[src/rtl/axi4_pkg.sv]
// rtl/axi4_pkg.sv - AXI4 encodings and helpers shared by the AXI4-Lite to AXI4 bridge
package axi4_pkg;

    localparam logic [1:0] AXI_BURST_INCR  = 2'b01;
    localparam logic [1:0] AXI_RESP_OKAY   = 2'b00;
    localparam logic [1:0] AXI_RESP_SLVERR = 2'b10;

    // Bits needed to hold an in-flight count from 0 up to max_count inclusive.
    function automatic int cnt_width(input int max_count);
        return (max_count < 2) ? 1 : $clog2(max_count + 1);
    endfunction

endpackage

[src/rtl/axi4_skid_buf.sv]
// rtl/axi4_skid_buf.sv - two-entry registered skid buffer, or plain wires when REGISTERED = 0
module axi4_skid_buf #(
    parameter int WIDTH      = 32,
    parameter bit REGISTERED = 1'b1
) (
    input  logic             clk,
    input  logic             rst,
    input  logic             in_valid,
    output logic             in_ready,
    input  logic [WIDTH-1:0] in_data,
    output logic             out_valid,
    input  logic             out_ready,
    output logic [WIDTH-1:0] out_data,
    output logic             empty
);

    generate
        if (REGISTERED) begin : g_reg
            logic             head_valid;
            logic             skid_valid;
            logic [WIDTH-1:0] head_data;
            logic [WIDTH-1:0] skid_data;
            logic             push;

            assign push = in_valid && !skid_valid;

            // The skid entry only fills while the head is stalled, so it is always the younger beat.
            always_ff @(posedge clk or posedge rst) begin
                if (rst) begin
                    head_valid <= 1'b0;
                    skid_valid <= 1'b0;
                    head_data  <= '0;
                    skid_data  <= '0;
                end else if (!head_valid || out_ready) begin
                    if (skid_valid) begin
                        head_valid <= 1'b1;
                        head_data  <= skid_data;
                        skid_valid <= 1'b0;
                    end else begin
                        head_valid <= push;
                        if (push) begin
                            head_data <= in_data;
                        end
                    end
                end else if (push) begin
                    skid_valid <= 1'b1;
                    skid_data  <= in_data;
                end
            end

            assign in_ready  = !skid_valid;
            assign out_valid = head_valid;
            assign out_data  = head_data;
            assign empty     = !head_valid && !skid_valid;
        end else begin : g_bypass
            assign in_ready  = out_ready;
            assign out_valid = in_valid;
            assign out_data  = in_data;
            assign empty     = 1'b1;
        end
    endgenerate

endmodule

[src/rtl/axi4lite_axi4_bridge.sv]
// rtl/axi4lite_axi4_bridge.sv - AXI4-Lite slave to AXI4 master bridge with outstanding limits and response checking
module axi4lite_axi4_bridge
    import axi4_pkg::*;
#(
    parameter int ADDR_W          = 32,
    parameter int DATA_W          = 32,
    parameter int ID_W            = 4,
    parameter int AXI_ID          = 0,
    parameter int MAX_OUTSTANDING = 4,
    parameter bit REG_REQ         = 1'b1
) (
    input  logic                clk_i,
    input  logic                rst_i,

    input  logic                inport_awvalid_i,
    output logic                inport_awready_o,
    input  logic [ADDR_W-1:0]   inport_awaddr_i,
    input  logic                inport_wvalid_i,
    output logic                inport_wready_o,
    input  logic [DATA_W-1:0]   inport_wdata_i,
    input  logic [DATA_W/8-1:0] inport_wstrb_i,
    output logic                inport_bvalid_o,
    input  logic                inport_bready_i,
    output logic [1:0]          inport_bresp_o,
    input  logic                inport_arvalid_i,
    output logic                inport_arready_o,
    input  logic [ADDR_W-1:0]   inport_araddr_i,
    output logic                inport_rvalid_o,
    input  logic                inport_rready_i,
    output logic [DATA_W-1:0]   inport_rdata_o,
    output logic [1:0]          inport_rresp_o,

    output logic                outport_awvalid_o,
    input  logic                outport_awready_i,
    output logic [ADDR_W-1:0]   outport_awaddr_o,
    output logic [ID_W-1:0]     outport_awid_o,
    output logic [7:0]          outport_awlen_o,
    output logic [1:0]          outport_awburst_o,
    output logic                outport_wvalid_o,
    input  logic                outport_wready_i,
    output logic [DATA_W-1:0]   outport_wdata_o,
    output logic [DATA_W/8-1:0] outport_wstrb_o,
    output logic                outport_wlast_o,
    input  logic                outport_bvalid_i,
    output logic                outport_bready_o,
    input  logic [1:0]          outport_bresp_i,
    input  logic [ID_W-1:0]     outport_bid_i,
    output logic                outport_arvalid_o,
    input  logic                outport_arready_i,
    output logic [ADDR_W-1:0]   outport_araddr_o,
    output logic [ID_W-1:0]     outport_arid_o,
    output logic [7:0]          outport_arlen_o,
    output logic [1:0]          outport_arburst_o,
    input  logic                outport_rvalid_i,
    output logic                outport_rready_o,
    input  logic [DATA_W-1:0]   outport_rdata_i,
    input  logic [1:0]          outport_rresp_i,
    input  logic [ID_W-1:0]     outport_rid_i,
    input  logic                outport_rlast_i,

    output logic [3:0]          wr_outstanding_o,
    output logic [3:0]          rd_outstanding_o,
    output logic                idle_o
);

    localparam int                STRB_W  = DATA_W / 8;
    localparam int                CNT_W   = cnt_width(MAX_OUTSTANDING);
    localparam logic [CNT_W-1:0]  CNT_MAX = CNT_W'(MAX_OUTSTANDING);
    localparam logic [CNT_W-1:0]  CNT_ONE = CNT_W'(1);
    localparam logic [ID_W-1:0]   ID      = ID_W'(AXI_ID);

    logic [CNT_W-1:0] wr_cnt;
    logic [CNT_W-1:0] rd_cnt;
    logic             wr_open;
    logic             rd_open;
    logic             aw_head_valid;
    logic             ar_head_valid;
    logic             aw_empty;
    logic             w_empty;
    logic             ar_empty;
    logic             wr_inc;
    logic             wr_dec;
    logic             rd_inc;
    logic             rd_dec;

    // The count only rises on a handshake of this same channel, so once the gate
    // opens for a waiting head it stays open until that head is accepted.
    assign wr_open = (wr_cnt != CNT_MAX);
    assign rd_open = (rd_cnt != CNT_MAX);

    axi4_skid_buf #(.WIDTH(ADDR_W), .REGISTERED(REG_REQ)) u_aw_buf (
        .clk       (clk_i),
        .rst       (rst_i),
        .in_valid  (inport_awvalid_i),
        .in_ready  (inport_awready_o),
        .in_data   (inport_awaddr_i),
        .out_valid (aw_head_valid),
        .out_ready (outport_awready_i && wr_open),
        .out_data  (outport_awaddr_o),
        .empty     (aw_empty)
    );

    axi4_skid_buf #(.WIDTH(DATA_W + STRB_W), .REGISTERED(REG_REQ)) u_w_buf (
        .clk       (clk_i),
        .rst       (rst_i),
        .in_valid  (inport_wvalid_i),
        .in_ready  (inport_wready_o),
        .in_data   ({inport_wstrb_i, inport_wdata_i}),
        .out_valid (outport_wvalid_o),
        .out_ready (outport_wready_i),
        .out_data  ({outport_wstrb_o, outport_wdata_o}),
        .empty     (w_empty)
    );

    axi4_skid_buf #(.WIDTH(ADDR_W), .REGISTERED(REG_REQ)) u_ar_buf (
        .clk       (clk_i),
        .rst       (rst_i),
        .in_valid  (inport_arvalid_i),
        .in_ready  (inport_arready_o),
        .in_data   (inport_araddr_i),
        .out_valid (ar_head_valid),
        .out_ready (outport_arready_i && rd_open),
        .out_data  (outport_araddr_o),
        .empty     (ar_empty)
    );

    assign outport_awvalid_o = aw_head_valid && wr_open;
    assign outport_arvalid_o = ar_head_valid && rd_open;
    assign outport_awid_o    = ID;
    assign outport_arid_o    = ID;
    assign outport_awlen_o   = 8'd0;
    assign outport_arlen_o   = 8'd0;
    assign outport_awburst_o = AXI_BURST_INCR;
    assign outport_arburst_o = AXI_BURST_INCR;
    assign outport_wlast_o   = 1'b1;

    assign wr_inc = outport_awvalid_o && outport_awready_i;
    assign wr_dec = outport_bvalid_i && inport_bready_i && (wr_cnt != '0);
    assign rd_inc = outport_arvalid_o && outport_arready_i;
    assign rd_dec = outport_rvalid_i && inport_rready_i && outport_rlast_i && (rd_cnt != '0);

    always_ff @(posedge clk_i or posedge rst_i) begin
        if (rst_i) begin
            wr_cnt <= '0;
            rd_cnt <= '0;
        end else begin
            if (wr_inc && !wr_dec) begin
                wr_cnt <= wr_cnt + CNT_ONE;
            end else if (!wr_inc && wr_dec) begin
                wr_cnt <= wr_cnt - CNT_ONE;
            end
            if (rd_inc && !rd_dec) begin
                rd_cnt <= rd_cnt + CNT_ONE;
            end else if (!rd_inc && rd_dec) begin
                rd_cnt <= rd_cnt - CNT_ONE;
            end
        end
    end

    // Responses that do not belong to us, or that claim more than one beat, are reported as errors.
    assign inport_bvalid_o  = outport_bvalid_i;
    assign outport_bready_o = inport_bready_i;
    assign inport_bresp_o   = (outport_bid_i != ID) ? AXI_RESP_SLVERR : outport_bresp_i;
    assign inport_rvalid_o  = outport_rvalid_i;
    assign outport_rready_o = inport_rready_i;
    assign inport_rdata_o   = outport_rdata_i;
    assign inport_rresp_o   = ((outport_rid_i != ID) || !outport_rlast_i) ? AXI_RESP_SLVERR
                                                                          : outport_rresp_i;

    assign wr_outstanding_o = 4'(wr_cnt);
    assign rd_outstanding_o = 4'(rd_cnt);
    assign idle_o           = (wr_cnt == '0) && (rd_cnt == '0) && aw_empty && w_empty && ar_empty;

endmodule

[config.mk]
export PLATFORM = sky130hd
export DESIGN_NAME = axi4lite_axi4_bridge
export DESIGN_NICKNAME = d
export VERILOG_FILES = /design/src/rtl/axi4_pkg.sv /design/src/rtl/axi4_skid_buf.sv /design/src/rtl/axi4lite_axi4_bridge.sv
export SDC_FILE = /design/constraint.sdc
export NUM_CORES = 1
export LEC_CHECK = 0
export BUFFER_PORTS_ARGS = -buffer_cell sky130_fd_sc_hd__buf_2
export CAP_MARGIN = 20
export CORE_MARGIN = 2
export CORE_UTILIZATION = 40
export DETAILED_ROUTE_END_ITERATION = 8
export GPL_ROUTABILITY_DRIVEN = 0
export PLACE_DENSITY = 0.7
export SLEW_MARGIN = 20
export SYNTH_ARGS = -nofsm -noshare
export SYNTH_HDL_FRONTEND = slang
export SYNTH_SLANG_ARGS = --single-unit
[constraint.sdc]
create_clock -name clk_i -period 22.2 [get_ports clk_i]
set_input_delay 4.44 -clock clk_i [delete_from_list [all_inputs] [get_ports clk_i]]
set_output_delay 4.44 -clock clk_i [all_outputs]
set_load 0.005 [all_outputs]
==> results.md <==
* Fin crit share at 43.3%
* DR DRC count at 0
* Peak supply drop at 0.0746 mV
* Sw Ratio at 30.9%
* Number of clock sinks at 212
* Pwr dens at 127 nW/um2
* Cells after Synth at 784
* Reg area at 5310 um2
* Initial DRC count at 521
* Status: finished, final reports clean
* Fin nets at 1135
* Worst-Skew Late Latency at 0.52 ns
* Fmax at 104 MHz
* Global route total overflow at 0
* Hold Path Stages at 1
* Setup total negative slack at 0 ns
* Top Layer Used: met5
* Least-Margin Pin Slew at 0.805 ns
* Reg2reg path depth at 4
* # fillers at 2259
* Worst Clk Skew at 0.0181 ns
* Sequential power share at 41.5%
* Post-Route Utilization at 48.3%
* CTS Root Cell: clkbuf_16
* Post-synthesis sequential area ratio at 52.5%
* Hold EP: u_aw_buf.out_data[3]
* Total global-route track usage at 17.8%
* Floorplan core area at 25000 um2
* Largest net degree at the start of global routing at 100
* Comb pwr share at 31.0%
* Chip Width at 163 um
* Startpoint class of the critical path: primary input
* Post-Synth Adder-Cell Area at 0.644%
* PortBufs at 245
* Die Height at 163 um
* Asr flop ratio synth at 100%
* Die area at 26600 um2
* Initial antenna violation count at 3
* H-tree depth at 1
* Distinct cells, synth at 46
* Crit end category: primary output
* Setup-failing EPs final at 0
* Final Hold Viols at 0
* Detailed-router iteration count before antenna repair at 6
* CTS tree: yes
* Worst min path class: reg2reg
* Io pins at 341
* Post-CTS sizing at 0
* P_sw at 473 uW
* M1 WL at 10.3 mm
* Final ANT Viol Nets at 0
* Pint at 1.06 mW
* Cell Area, Synth at 10100 um2
* Vias per cell at 5.33
* Worst EP arrival at 5.16 ns
* RSZ-0062 raised after global routing: no
* Final WL at 24.2 mm
* Worst r2r src: u_w_buf.g_reg.skid_valid
* Routed wire length per instance at 18.3 um
* Total CTS buffers at 24
* First-pass GRT wire length at 38.4 mm
* Clock power frac at 27.5%
* Synth Register Bits at 212
* Max cap viols at 0
* Compound-gate portion of the synthesized area at 9.49%
* Clock transition at path regs at 0.05 ns
* Max-slew violations at 0
* Post-synthesis mux area share at 20.9%
* Post CTS Setup Buffer Count at 0
* Largest family of logic cells by synthesized area: multiplexers
* Post-synth EDFFs at 0
* Synth Area per Inst at 12.9 um2
* Metal3 WL at 2.10 mm
* WL met2 at 11.2 mm
* XOR/XNOR Fraction of Synth Area at 0.520%
* Post-Synth Simple-Gate Area at 7.65%
* Area grow syn2layout at 19.2%
* Reg2Reg Capture Point: u_w_buf.out_data[7]
* Leakage at 5.53 nW
* Slew headroom at 46.4%
* Crit-path max FO at 2
* Share of cells above drive strength 1 at 48.5%
* Max Buffers Root-to-Sink at 3
* CP Class: in2out
* Final HPWL DP at 15.7 mm
* Worst Path Required at 17.76 ns
* Synth Flop Type: dfrtp_1
* Hold Startpoint: u_aw_buf.out_data[3]
* Vias at 7061
* Multi-input combinational cell area at 4100 um2
* Vias in the first global route at 7134
* Synth warn at 0
* Fin crit period at 9.60 ns
* Row count at 58
* Starting Density at 40.5%
* Reg-to-reg slack, setup at 19.69 ns
* Hold-fix buffers at CTS at 0
## cell families after synthesis
| group | Yosys count |
|---|---|
| mux | 174 |
| fa+ha+maj | 4 |
| other cells | 2 |
| flops | 212 |
| simple gates | 128 |
| buf+inv | 133 |
| compound gates | 125 |
| xor+xnor | 6 |
## synth_stat cells, drive strengths merged, types with 2 or more instances
cell type	instances	area share (%)
nand4	14	0.87
nor3b	17	1.3
a41oi	15	1.3
clkbuf	25	0.93
xnor2	2	0.17
nand3b	2	0.15
nor2	10	0.37
nand4bb	2	0.22
nor2b	3	0.19
o2bb2ai	39	3.4
ha	2	0.25
a22oi	31	2.3
fa	2	0.40
and3	2	0.12
dfrtp	212	52
buf	101	7.1
nand2b	5	0.31
and2	10	0.62
o21ai	15	0.85
nor4	23	1.4
conb	2	0.074
xor2	4	0.35
inv	6	0.22
nand3	16	0.79
nand2	7	0.26
mux2	174	21
a31oi	18	1.1
o211ai	4	0.35
nor3	12	0.59
## through the flow
stage / total power [mW] / hold slack, ns / area [um2] / instances / setup slack, ns
final: 1.53 / 0.483 / 12100 / 1324 / 12.60
after global routing: 1.63 / 0.498 / 12000 / 1322 / 12.51
after CTS: 1.55 / 0.487 / 12000 / 1322 / 12.59
after detailed placement: 1.12 / 0.469 / 11200 / 1278 / 12.59
after global placement: 1.10 / 0.466 / 11200 / 1278 / 12.62
after floorplan: 0.953 / 0.465 / 10200 / 813 / 11.97
## flip-flops by register name, indices dropped and copies added, names as in the netlist
| name | cells |
|---|---|
| u_w_buf.g_reg.skid_valid | 1 |
| u_ar_buf.out_valid | 1 |
| rd_cnt | 3 |
| u_w_buf.out_data | 36 |
| u_ar_buf.g_reg.skid_data | 32 |
| u_aw_buf.out_valid | 1 |
| u_w_buf.g_reg.skid_data | 36 |
| u_ar_buf.out_data | 32 |
| u_ar_buf.g_reg.skid_valid | 1 |
| u_aw_buf.g_reg.skid_valid | 1 |
| u_w_buf.out_valid | 1 |
| wr_cnt | 3 |
| u_aw_buf.out_data | 32 |
| u_aw_buf.g_reg.skid_data | 32 |
## metal layers
metal | global-route usage [%] | vias up
li1 | - | 3186
met1 | 24.0 | 3586
met2 | 28.1 | 246
met3 | 5.35 | 39
met4 | 4.67 | 4
met5 | 0 | -
## layout by cell type, fill, tap and decap left out, types with 3 or more instances in the layout
| cell type | instances |
|---|---|
| a41oi_1 | 15 |
| buf_4 | 16 |
| and2_1 | 10 |
| a31oi_1 | 18 |
| mux2_1 | 3 |
| nand2b_1 | 5 |
| mux2_2 | 131 |
| nor3b_1 | 15 |
| conb_1 | 31 |
| nor4_1 | 23 |
| o21ai_0 | 14 |
| nor3_1 | 12 |
| nand4_1 | 14 |
| nand2_1 | 7 |
| bufinv_16 | 4 |
| clkbuf_1 | 3 |
| xor2_1 | 4 |
| dfrtp_1 | 212 |
| inv_1 | 5 |
| clkbuf_8 | 5 |
| a22oi_1 | 31 |
| o211ai_1 | 3 |
| o2bb2ai_1 | 39 |
| mux2_4 | 40 |
| clkbuf_16 | 24 |
| nand3_1 | 16 |
| clkinv_2 | 6 |
| buf_2 | 245 |
| nor2_1 | 10 |
## worst max-delay path by stage
stage	slack [ns]	endpoint	start
global placement	12.62	inport_rresp_o[0]	outport_rid_i[1]
detailed placement	12.59	inport_rresp_o[0]	outport_rid_i[1]
CTS	12.59	inport_rresp_o[0]	outport_rid_i[1]
global route	12.51	inport_rresp_o[0]	outport_rid_i[1]
floorplan	11.97	rd_cnt[0]	rst_i
finish	12.60	inport_rresp_o[0]	outport_rid_i[1]
## cell type report
type | count | share of cell area, %
inverters | 7 | 0.280
well taps | 330 | 3.43
multi-input cells | 468 | 34.0
clock inverters | 12 | 1.44
repair buffers | 261 | 11.2
clock buffers | 32 | 5.65
flip-flops and latches | 212 | 44.0
diodes | 2 | 0.0415
## power groups by stage
stage / clock network, mW / logic, mW / registers, mW
final: 0.422 / 0.476 / 0.637
after global routing: 0.450 / 0.524 / 0.657
after CTS: 0.433 / 0.482 / 0.637
after detailed placement: 0 / 0.480 / 0.639
after global placement: 0 / 0.467 / 0.635
after floorplan: 0 / 0.324 / 0.629
## critical path, stage by stage
cell,delay [ns]
buf_2,0.09
nor4_1,0.33
and3_1,0.20
buf_2,0.10
No activity file was read; power rests on OpenSTA's default activity.
